`src/rtl/pll_rst_pkg.sv`:
```
// Shared types and defaults for the PLL-lock driven core reset sequencer.
package pll_rst_pkg;

  typedef enum logic [1:0] {
    WAIT_LOCK = 2'd0,
    STABILIZE = 2'd1,
    HOLD      = 2'd2,
    RUN       = 2'd3
  } rst_state_t;

  localparam int DEF_SYNC_STAGES    = 2;
  localparam int DEF_STABLE_CYCLES  = 1024;
  localparam int DEF_HOLD_CYCLES    = 16;
  localparam int DEF_TIMEOUT_CYCLES = 65536;
  localparam int RELOCK_W           = 8;

  // Width that holds (largest cycle count - 1) without wrapping; never below 1.
  function automatic int cnt_width(input int a, input int b, input int c);
    int m;
    m = a;
    if (b > m) m = b;
    if (c > m) m = c;
    return (m < 2) ? 1 : $clog2(m);
  endfunction

endpackage

```
`src/rtl/sync_ff_chain.sv`:
```
// Multi-flop synchroniser for a single asynchronous level input.
module sync_ff_chain #(
  parameter int STAGES = 2
) (
  input  logic clk,
  input  logic rst_n,
  input  logic d,
  output logic q
);

  if (STAGES < 2) begin : g_bad_stages
    $error("sync_ff_chain: STAGES must be >= 2");
  end

  logic [STAGES-1:0] ff;

  always_ff @(posedge clk or negedge rst_n) begin
    if (!rst_n) begin
      ff <= '0;
    end else begin
      ff <= {ff[STAGES-2:0], d};
    end
  end

  assign q = ff[STAGES-1];

endmodule

```
`src/rtl/pll_reset_sequencer.sv`:
```
// Holds the core in reset until PLL lock has been stable, then releases it;
// lock loss or a soft request in RUN puts the core back into reset.
module pll_reset_sequencer
  import pll_rst_pkg::*;
#(
  parameter int SYNC_STAGES    = DEF_SYNC_STAGES,
  parameter int STABLE_CYCLES  = DEF_STABLE_CYCLES,
  parameter int HOLD_CYCLES    = DEF_HOLD_CYCLES,
  parameter int TIMEOUT_CYCLES = DEF_TIMEOUT_CYCLES
) (
  input  logic                clk,
  input  logic                rst_n,
  input  logic                pll_lock,
  input  logic                soft_rst_req,
  output logic                core_rst_n,
  output logic                ready,
  output logic                lock_timeout,
  output logic [RELOCK_W-1:0] relock_count
);

  localparam int CNT_W = cnt_width(STABLE_CYCLES, HOLD_CYCLES, TIMEOUT_CYCLES);
  localparam logic [CNT_W-1:0] STABLE_LAST  = CNT_W'(STABLE_CYCLES - 1);
  localparam logic [CNT_W-1:0] HOLD_LAST    = CNT_W'(HOLD_CYCLES - 1);
  localparam logic [CNT_W-1:0] TIMEOUT_LAST = CNT_W'(TIMEOUT_CYCLES - 1);

  if (SYNC_STAGES < 2) begin : g_bad_sync
    $error("pll_reset_sequencer: SYNC_STAGES must be >= 2");
  end
  if (STABLE_CYCLES < 1) begin : g_bad_stable
    $error("pll_reset_sequencer: STABLE_CYCLES must be >= 1");
  end
  if (HOLD_CYCLES < 1) begin : g_bad_hold
    $error("pll_reset_sequencer: HOLD_CYCLES must be >= 1");
  end
  if (TIMEOUT_CYCLES < 1) begin : g_bad_timeout
    $error("pll_reset_sequencer: TIMEOUT_CYCLES must be >= 1");
  end

  logic             lock_s;
  rst_state_t       state;
  rst_state_t       state_nxt;
  logic [CNT_W-1:0] cnt;

  sync_ff_chain #(
    .STAGES(SYNC_STAGES)
  ) u_lock_sync (
    .clk  (clk),
    .rst_n(rst_n),
    .d    (pll_lock),
    .q    (lock_s)
  );

  // Lock loss always wins over a soft request; soft requests only act in RUN.
  always_comb begin
    state_nxt = state;
    case (state)
      WAIT_LOCK: if (lock_s) state_nxt = STABILIZE;
      STABILIZE: begin
        if (!lock_s)                 state_nxt = WAIT_LOCK;
        else if (cnt == STABLE_LAST) state_nxt = HOLD;
      end
      HOLD: begin
        if (!lock_s)               state_nxt = WAIT_LOCK;
        else if (cnt == HOLD_LAST) state_nxt = RUN;
      end
      RUN: begin
        if (!lock_s)          state_nxt = WAIT_LOCK;
        else if (soft_rst_req) state_nxt = HOLD;
      end
      default: state_nxt = WAIT_LOCK;
    endcase
  end

  always_ff @(posedge clk or negedge rst_n) begin
    if (!rst_n) begin
      state        <= WAIT_LOCK;
      cnt          <= '0;
      core_rst_n   <= 1'b0;
      ready        <= 1'b0;
      lock_timeout <= 1'b0;
      relock_count <= '0;
    end else begin
      state      <= state_nxt;
      core_rst_n <= (state_nxt == RUN);
      ready      <= (state_nxt == RUN);

      // Staying in STABILIZE/HOLD implies cnt is below its terminal value.
      if (state_nxt != state) begin
        cnt <= '0;
      end else if (state != RUN && !(state == WAIT_LOCK && cnt == TIMEOUT_LAST)) begin
        cnt <= cnt + 1'b1;
      end

      if (state == WAIT_LOCK && !lock_s && cnt == TIMEOUT_LAST) begin
        lock_timeout <= 1'b1;
      end

      if (state == RUN && !lock_s && relock_count != '1) begin
        relock_count <= relock_count + 1'b1;
      end
    end
  end

endmodule

```
`config.mk`:
```
export PLATFORM = sky130hd
export DESIGN_NAME = pll_reset_sequencer
export DESIGN_NICKNAME = d
export VERILOG_FILES = /design/src/rtl/pll_rst_pkg.sv /design/src/rtl/sync_ff_chain.sv /design/src/rtl/pll_reset_sequencer.sv
export SDC_FILE = /design/constraint.sdc
export NUM_CORES = 1
export LEC_CHECK = 0
export ABC_AREA = 1
export BUFFER_PORTS_ARGS = -buffer_cell sky130_fd_sc_hd__buf_4
export CAP_MARGIN = 30
export CORE_MARGIN = 8
export CORE_UTILIZATION = 59
export DETAILED_ROUTE_END_ITERATION = 6
export MAX_ROUTING_LAYER = met4
export PLACE_DENSITY = 0.79
export SYNTH_ARGS = -nofsm -noshare
export SYNTH_HDL_FRONTEND = slang
export SYNTH_SLANG_ARGS = --single-unit
```
`constraint.sdc`:
```
create_clock -name clk -period 2.01 [get_ports clk]
set_input_delay 0.402 -clock clk [delete_from_list [all_inputs] [get_ports clk]]
set_output_delay 0.402 -clock clk [all_outputs]
set_load 0.05 [all_outputs]
```
==> impl_metrics.json, run 1 <==
{
  "crit_arrival_ns": 2.04,
  "area_growth_pct": 11.0,
  "cts_tree": "built",
  "cts_buffer_depth": 2,
  "placed_cells": 263,
  "cts_made_buffers": 5,
  "maxSlewViolCount": 0,
  "path_buf_inv": 1,
  "synth_warnings": 0,
  "cts.clk_slew.worst_paths_ns": 0.10,
  "synthesis.area_mm2": 0.00177,
  "min_period_over_period": 0.900,
  "leakage_nw": 0.993,
  "synthDistinctLibCells": 29,
  "coreArea_mm2": 0.00295,
  "grt_pass1_wl_um": 6480,
  "worst-path-max-fanout": 11,
  "grt_pass1_vias": 1449,
  "worstSkewPairLatency_ns": 0.35,
  "viasPerCell": 5.48,
  "globalplace.congestion": 0.825,
  "die_x_um": 70.7,
  "diodes": 0,
  "hold_ws_ns": 0.154,
  "postRouteAntennaNets": 0,
  "fillerInstances": 267,
  "initial_core_util": 0.598,
  "cts.root.buffer_cell": "clkbuf_4",
  "cp_cell_sequence": "ha_1 -> nand2_2 -> nor2_2 -> nand2_2 -> inv_1 -> nand4_1 -> nand2_1 -> nand2_2 -> nand2_4 -> nor2_1",
  "track_usage": 0.166,
  "hold_class": "input port to register",
  "cp.required_ns": 2.24,
  "gr-total-overflow": 0,
  "fin_cells": 272,
  "io_pins": 15,
  "syn_inst": 220,
  "vias": 1491,
  "maxCapViolations": 0,
  "path_common_cell": "nand2_2",
  "cts.sinks": 30,
  "synth-edff-count": 0,
  "grt_max_degree": 31,
  "internal_power_mw": 0.886,
  "io_buffers": 14,
  "synth_area_leaders": "dfrtp_1 43%, nand2_1 10%, nor2_1 6.8%",
  "synth-seq-area-share": 0.425,
  "clock_power_share": 0.414,
  "max_clock_freq_mhz": 553,
  "fp.dieArea_mm2": 0.00500,
  "fin_skew_ns": 0.0109,
  "syn_area_per_cell_um2": 8.02,
  "drcViolationCount": 0,
  "post-cts-setup-buffers": 0,
  "slowest_stage": "dfrtp_1",
  "yosysMostFrequentCell": "nand2_1",
  "switching_power_mw": 0.266,
  "antenna_found_initial": 0,
  "powerDensity_mw_per_mm2": 588,
  "dr.pass1.iters": 4,
  "fin_crit_ns": 1.81,
  "syn_nets": 226,
  "synth-async-reset-ratio": 1.00,
  "start_kind": "register",
  "fp.dieH_um": 70.7,
  "dpl-instance-area_mm2": 0.00187,
  "hold_viol_final": 0,
  "ys_ff_latch": 30,
  "fin_total_pwr_mw": 1.15,
  "status": "complete, no violations",
  "rsz0062_at_grt": "false",
  "swShare": 0.231,
  "cpLargestDelayFamily": "simple AND/OR/NAND/NOR gates",
  "fin_area_mm2": 0.00196,
  "cpPeakStageDelay_ns": 0.43,
  "drive_gt1_frac": 0.172,
  "multiInputGateArea_um2": 876,
  "synthTopCellsByCount": "49 x nand2_1, 32 x nor2_1, 30 x dfrtp_1",
  "slew_headroom": 0.751,
  "place_hpwl_um": 2660,
  "routed_wl_um": 3690,
  "synth.top_cell.area_share": 0.425,
  "worst_slack_ns": 0.201,
  "path_class": "register to register",
  "cts_max_level": 2,
  "drt-initial-drc-count": 74,
  "wl_per_cell_um": 13.6,
  "synthFlopType": "dfrtp_1",
  "tns_ns": 0,
  "final_util": 0.664,
  "worst_setup_path_end_kind": "register",
  "regArea_um2": 751,
  "final_nets": 244,
  "seqPwrFrac": 0.541,
  "comb_power_share": 0.045,
  "setup_viol": 0,
  "peakVddDrop_v": 0.000430,
  "placementRows": 20,
  "dp_slack_ns": 0.169,
  "synth_area_leader_cell": "dfrtp_1",
  "worst_slew_pin_slew_ns": 0.374
}
[state kept, by name, summed over array words and instances (netlist names)]
| signal | flops |
|---|---|
| lock_timeout | 1 |
| cnt | 16 |
| relock_count | 8 |
| ready | 1 |
| u_lock_sync.ff | 2 |
| state | 2 |
[per-layer routing]
layer  up-vias  global-route usage  part of all wire
li1        746                   -                 -
met1       699               0.202              0.46
met2        37               0.247              0.46
met3         9              0.0395             0.052
met4         0              0.0924             0.025
met5         -                   -                 0
[area by class of cell]
cell class,instances,share of cell area
clock buffers,5,0.0192
clock inverters,3,0.0204
inverters,25,0.0504
multi-input cells,161,0.447
flip-flops and latches,30,0.383
well taps,33,0.0211
repair buffers,15,0.0587
[power groups by stage]
stage | clock, mW | combinational [mW] | sequential (mW)
after CTS | 0.483 | 0.0516 | 0.623
after global routing | 0.497 | 0.0593 | 0.625
after floorplan | 0 | 0.0336 | 0.631
after detailed placement | 0 | 0.0497 | 0.635
final | 0.476 | 0.0521 | 0.623
after global placement | 0 | 0.0491 | 0.635
[kinds of logic (layout without fill, tap and decap cells)]
family                   count (synthesis)  count (layout)  share of synthesized area
buffers and inverters                   29              48                     0.0815
XOR/XNOR                                14              14                     0.0695
flip-flops                              30              30                      0.425
adder cells (fa/ha/maj)                  2               2                     0.0142
multiplexers                             1               1                    0.00638
AO/OA/AOI/OAI                            9               9                     0.0319
AND/OR/NAND/NOR                        135             135                      0.371
[timing repair]
item	in CTS	in global routing
hold buffers	1	0
gates resized for setup	0	1
setup endpoints to repair	0	9
hold endpoints to repair	30	0
[worst paths after layout]
path	start	to	slack [ns]	cells after the start
setup / recovery	cnt[0]	cnt[12]	0.20	10
hold / removal	pll_lock	u_lock_sync.ff[0]	0.15	1
setup reg to reg	cnt[0]	cnt[12]	0.20	10
hold reg to reg	u_lock_sync.ff[0]	u_lock_sync.ff[1]	0.36	0
max in group asynchronous	rst_n	relock_count[2]	1.22	2
min in group asynchronous	rst_n	cnt[8]	0.52	2
[cell usage in the layout (no fill, tap or decap), types with 3 or more instances in the layout]
master	instances
nand2_2	5
clkbuf_4	5
nor2_1	32
nand3_1	15
inv_1	22
dfrtp_1	30
nand2_1	49
xor2_1	9
nand2_4	3
xnor2_1	5
nand4_1	17
nor3_1	5
a21oi_1	4
o21bai_1	3
buf_4	14
No activity file was read; power rests on OpenSTA's default activity.
==> run 2: changes to the inputs <==
- ABC_AREA: 1 -> default
- CORE_UTILIZATION: 59 -> 57
- PLACE_DENSITY: 0.79 -> 0.77
==> run 2 against run 1 <==
  * Sequential cell count unchanged
  * Combinational power increased by 3%
  * Largest cell class unchanged
  * Total power grew 14%
  * Die area decreased by 6.7%
  * Sequential power barely moved
  * Maximum frequency shrank 6.1%
  * Count of clock-buffer cells in the layout up 1
  * Largest power group is now clock
  * Critical path type unchanged
  * Critical path depth fell by 4
  * Clock skew increased by 0.0049 ns
==> impl_metrics.json, run 2 <==
{
  "status": "complete, no violations",
  "yosys.area_share.simple": 0.238,
  "multiInputGateArea_um2": 781,
  "largest_reg_flops": 16,
  "globalplace.congestion": 0.887,
  "fillerInstances": 206,
  "drt-initial-drc-count": 68,
  "synthXorXnorAreaFrac": 0.118,
  "gr-total-overflow": 0,
  "fin_crit_ns": 1.93,
  "synth.top_cell.area_share": 0.482,
  "cts_tree": "built",
  "maxSlewViolCount": 0,
  "routed_wl_um": 3120,
  "dr.pass1.iters": 4,
  "slowest_stage": "or4_4",
  "placementRows": 19,
  "cpPeakStageDelay_ns": 0.55,
  "cp.required_ns": 2.24,
  "largestRegisters": "cnt: 16 flops, relock_count: 8 flops",
  "top_register": "cnt",
  "dp_slack_ns": 0.109,
  "fin_skew_ns": 0.0158,
  "synthTopCellsByCount": "30 x dfrtp_1, 17 x nor2_1, 13 x xnor2_1",
  "cts_made_buffers": 5,
  "synth-edff-count": 0,
  "synth_warnings": 0,
  "worst_slew_pin_slew_ns": 0.517,
  "synth_area_leaders": "dfrtp_1 48%, xnor2_1 7.3%, xor2_1 4.5%",
  "syn_nets": 158,
  "maxCapViolations": 0,
  "final_nets": 179,
  "final_common_cell": "dfrtp_1",
  "drive_gt1_frac": 0.224,
  "synthMuxAreaShare": 0.0136,
  "die_x_um": 68.3,
  "synth-seq-area-share": 0.482,
  "worst_slack_ns": 0.0830,
  "max_clock_freq_mhz": 519,
  "tns_ns": 0,
  "hold_class": "input port to register",
  "fp.dieArea_mm2": 0.00466,
  "synthFlopType": "dfrtp_1",
  "initial_core_util": 0.580,
  "min_period_over_period": 0.959,
  "post-cts-setup-buffers": 0,
  "regArea_um2": 754,
  "grt_pass1_vias": 1270,
  "synth_compound_area_frac": 0.108,
  "powerDensity_mw_per_mm2": 713,
  "synthesis.area_mm2": 0.00156,
  "syn_inst": 152,
  "start_kind": "register",
  "rr_startpoint": "cnt[13]",
  "hold_viol_final": 0,
  "diodes": 0,
  "worst-path-max-fanout": 8,
  "leakage_nw": 0.779,
  "antenna_found_initial": 0,
  "cts_buffer_depth": 2,
  "grt_max_degree": 31,
  "fp.dieH_um": 68.3,
  "peakVddDrop_v": 0.000802,
  "cts.clk_slew.worst_paths_ns": 0.10,
  "rsz0062_at_grt": "true",
  "cts.sinks": 30,
  "viasPerCell": 5.77,
  "place_hpwl_um": 2300,
  "ys_ff_latch": 30,
  "cts.root.buffer_cell": "clkbuf_4",
  "wl_per_cell_um": 15.2,
  "cp-startpoint": "cnt[13]",
  "synth_top_family_by_area": "simple AND/OR/NAND/NOR gates",
  "vias": 1182,
  "min_from": "pll_lock",
  "crit_arrival_ns": 2.15,
  "cts_max_level": 2,
  "postRouteAntennaNets": 0,
  "synth-async-reset-ratio": 1.00,
  "layout_common_cells": "27 x dfrtp_1, 19 x buf_4, 17 x nor2_1",
  "grt_pass1_wl_um": 5710,
  "setup_viol": 0,
  "yosysMostFrequentCell": "dfrtp_1",
  "slew_headroom": 0.652,
  "synth_area_leader_cell": "dfrtp_1",
  "io_buffers": 14,
  "reg2reg_setup_slack_ns": 0.08,
  "drcViolationCount": 0,
  "path_class": "register to register",
  "cp_cell_sequence": "or4_4 -> nor3_4 -> nand4_2 -> a211oi_4 -> buf_4 -> nor2_1",
  "synthDistinctLibCells": 38,
  "io_pins": 15,
  "synth_fa_ha_area_frac": 0.0161,
  "coreArea_mm2": 0.00269,
  "worstSkewPairLatency_ns": 0.34,
  "worst_setup_path_end_kind": "register",
  "area_growth_pct": 18.1,
  "syn_area_per_cell_um2": 10.3,
  "track_usage": 0.169
}
run 2: changes by cell type after synthesis, moves of 5 or more:
cell / previous run / this run
nand2_1: 49 / 11
nand4_1: 17 / 8
xnor2_1: 5 / 13
a211oi_1: 0 / 5
inv_1: 22 / 1
nand3_1: 15 / 8
nand2_2: 6 / 0
nor2_1: 32 / 17
run 2: logic make-up after synthesis:
kind of cell	Yosys count
xor gates and xnor gates	21
muxes	2
adders and majority gates	2
buffers and inverters	7
and+or+nand+nor	68
AOI/OAI and AO/OA	22
DFF	30
run 2: metal layers:
metal / wire length (µm) / global-route usage / part of all wire / vias to the layer above
met5: 0 / - / 0 / -
li1: - / - / - / 581
met4: 99 / 0.115 / 0.032 / 0
met2: 1600 / 0.268 / 0.51 / 21
met1: 1290 / 0.182 / 0.41 / 569
met3: 127 / 0.0426 / 0.041 / 11
run 2: path summary, 6_finish.rpt:
kind | to | cells past startpoint
worst max-delay path | cnt[14] | 6
worst min-delay path | u_lock_sync.ff[0] | 1
worst max register to register | cnt[14] | 6
worst min register to register | u_lock_sync.ff[1] | 0
max in group asynchronous | relock_count[1] | 2
min in group asynchronous | cnt[10] | 2
run 2: report_power, final:
group	leakage, nW	internal, mW	switching, mW
Clock	0.0585	0.421	0.215
Sequential	0.400	0.612	0.0111
Combinational	0.321	0.0221	0.0315
run 2: timing repair:
action | in CTS | in global routing
gates resized for setup | 0 | 1
endpoints found under the setup margin | 0 | 10
endpoints found under the hold margin | 30 | 0
hold buffers | 1 | 0
run 2: through the flow:
step           cell area (µm²)  hold WS (ns)  utilization  cells  total power, mW
2_1_floorplan             1570         0.106            -    152            0.662
3_3_place_gp              1720         0.332        0.640    196            0.684
3_5_place_dp              1720         0.346        0.640    196            0.686
4_1_cts                   1840         0.156        0.685    205             1.32
5_1_grt                   1840         0.148        0.686    205             1.36
6_report                  1840         0.164        0.686    205             1.31
run 2: area by class of cell:
cell class              instances  share of cell area
multi-input cells             115               0.424
flip-flops and latches         30               0.410
repair buffers                 20              0.0829
clock inverters                 2              0.0326
clock buffers                   6              0.0279
well taps                      31              0.0211
inverters                       1             0.00204
run 2: worst max-delay path, delay by kind of cell, from the launching register on:
family                 cells  cell delay [ns]
AO/OA/AOI/OAI              1             0.24
buffers and inverters      1             0.20
AND/OR/NAND/NOR            4             0.95
flip-flops                 1             0.42
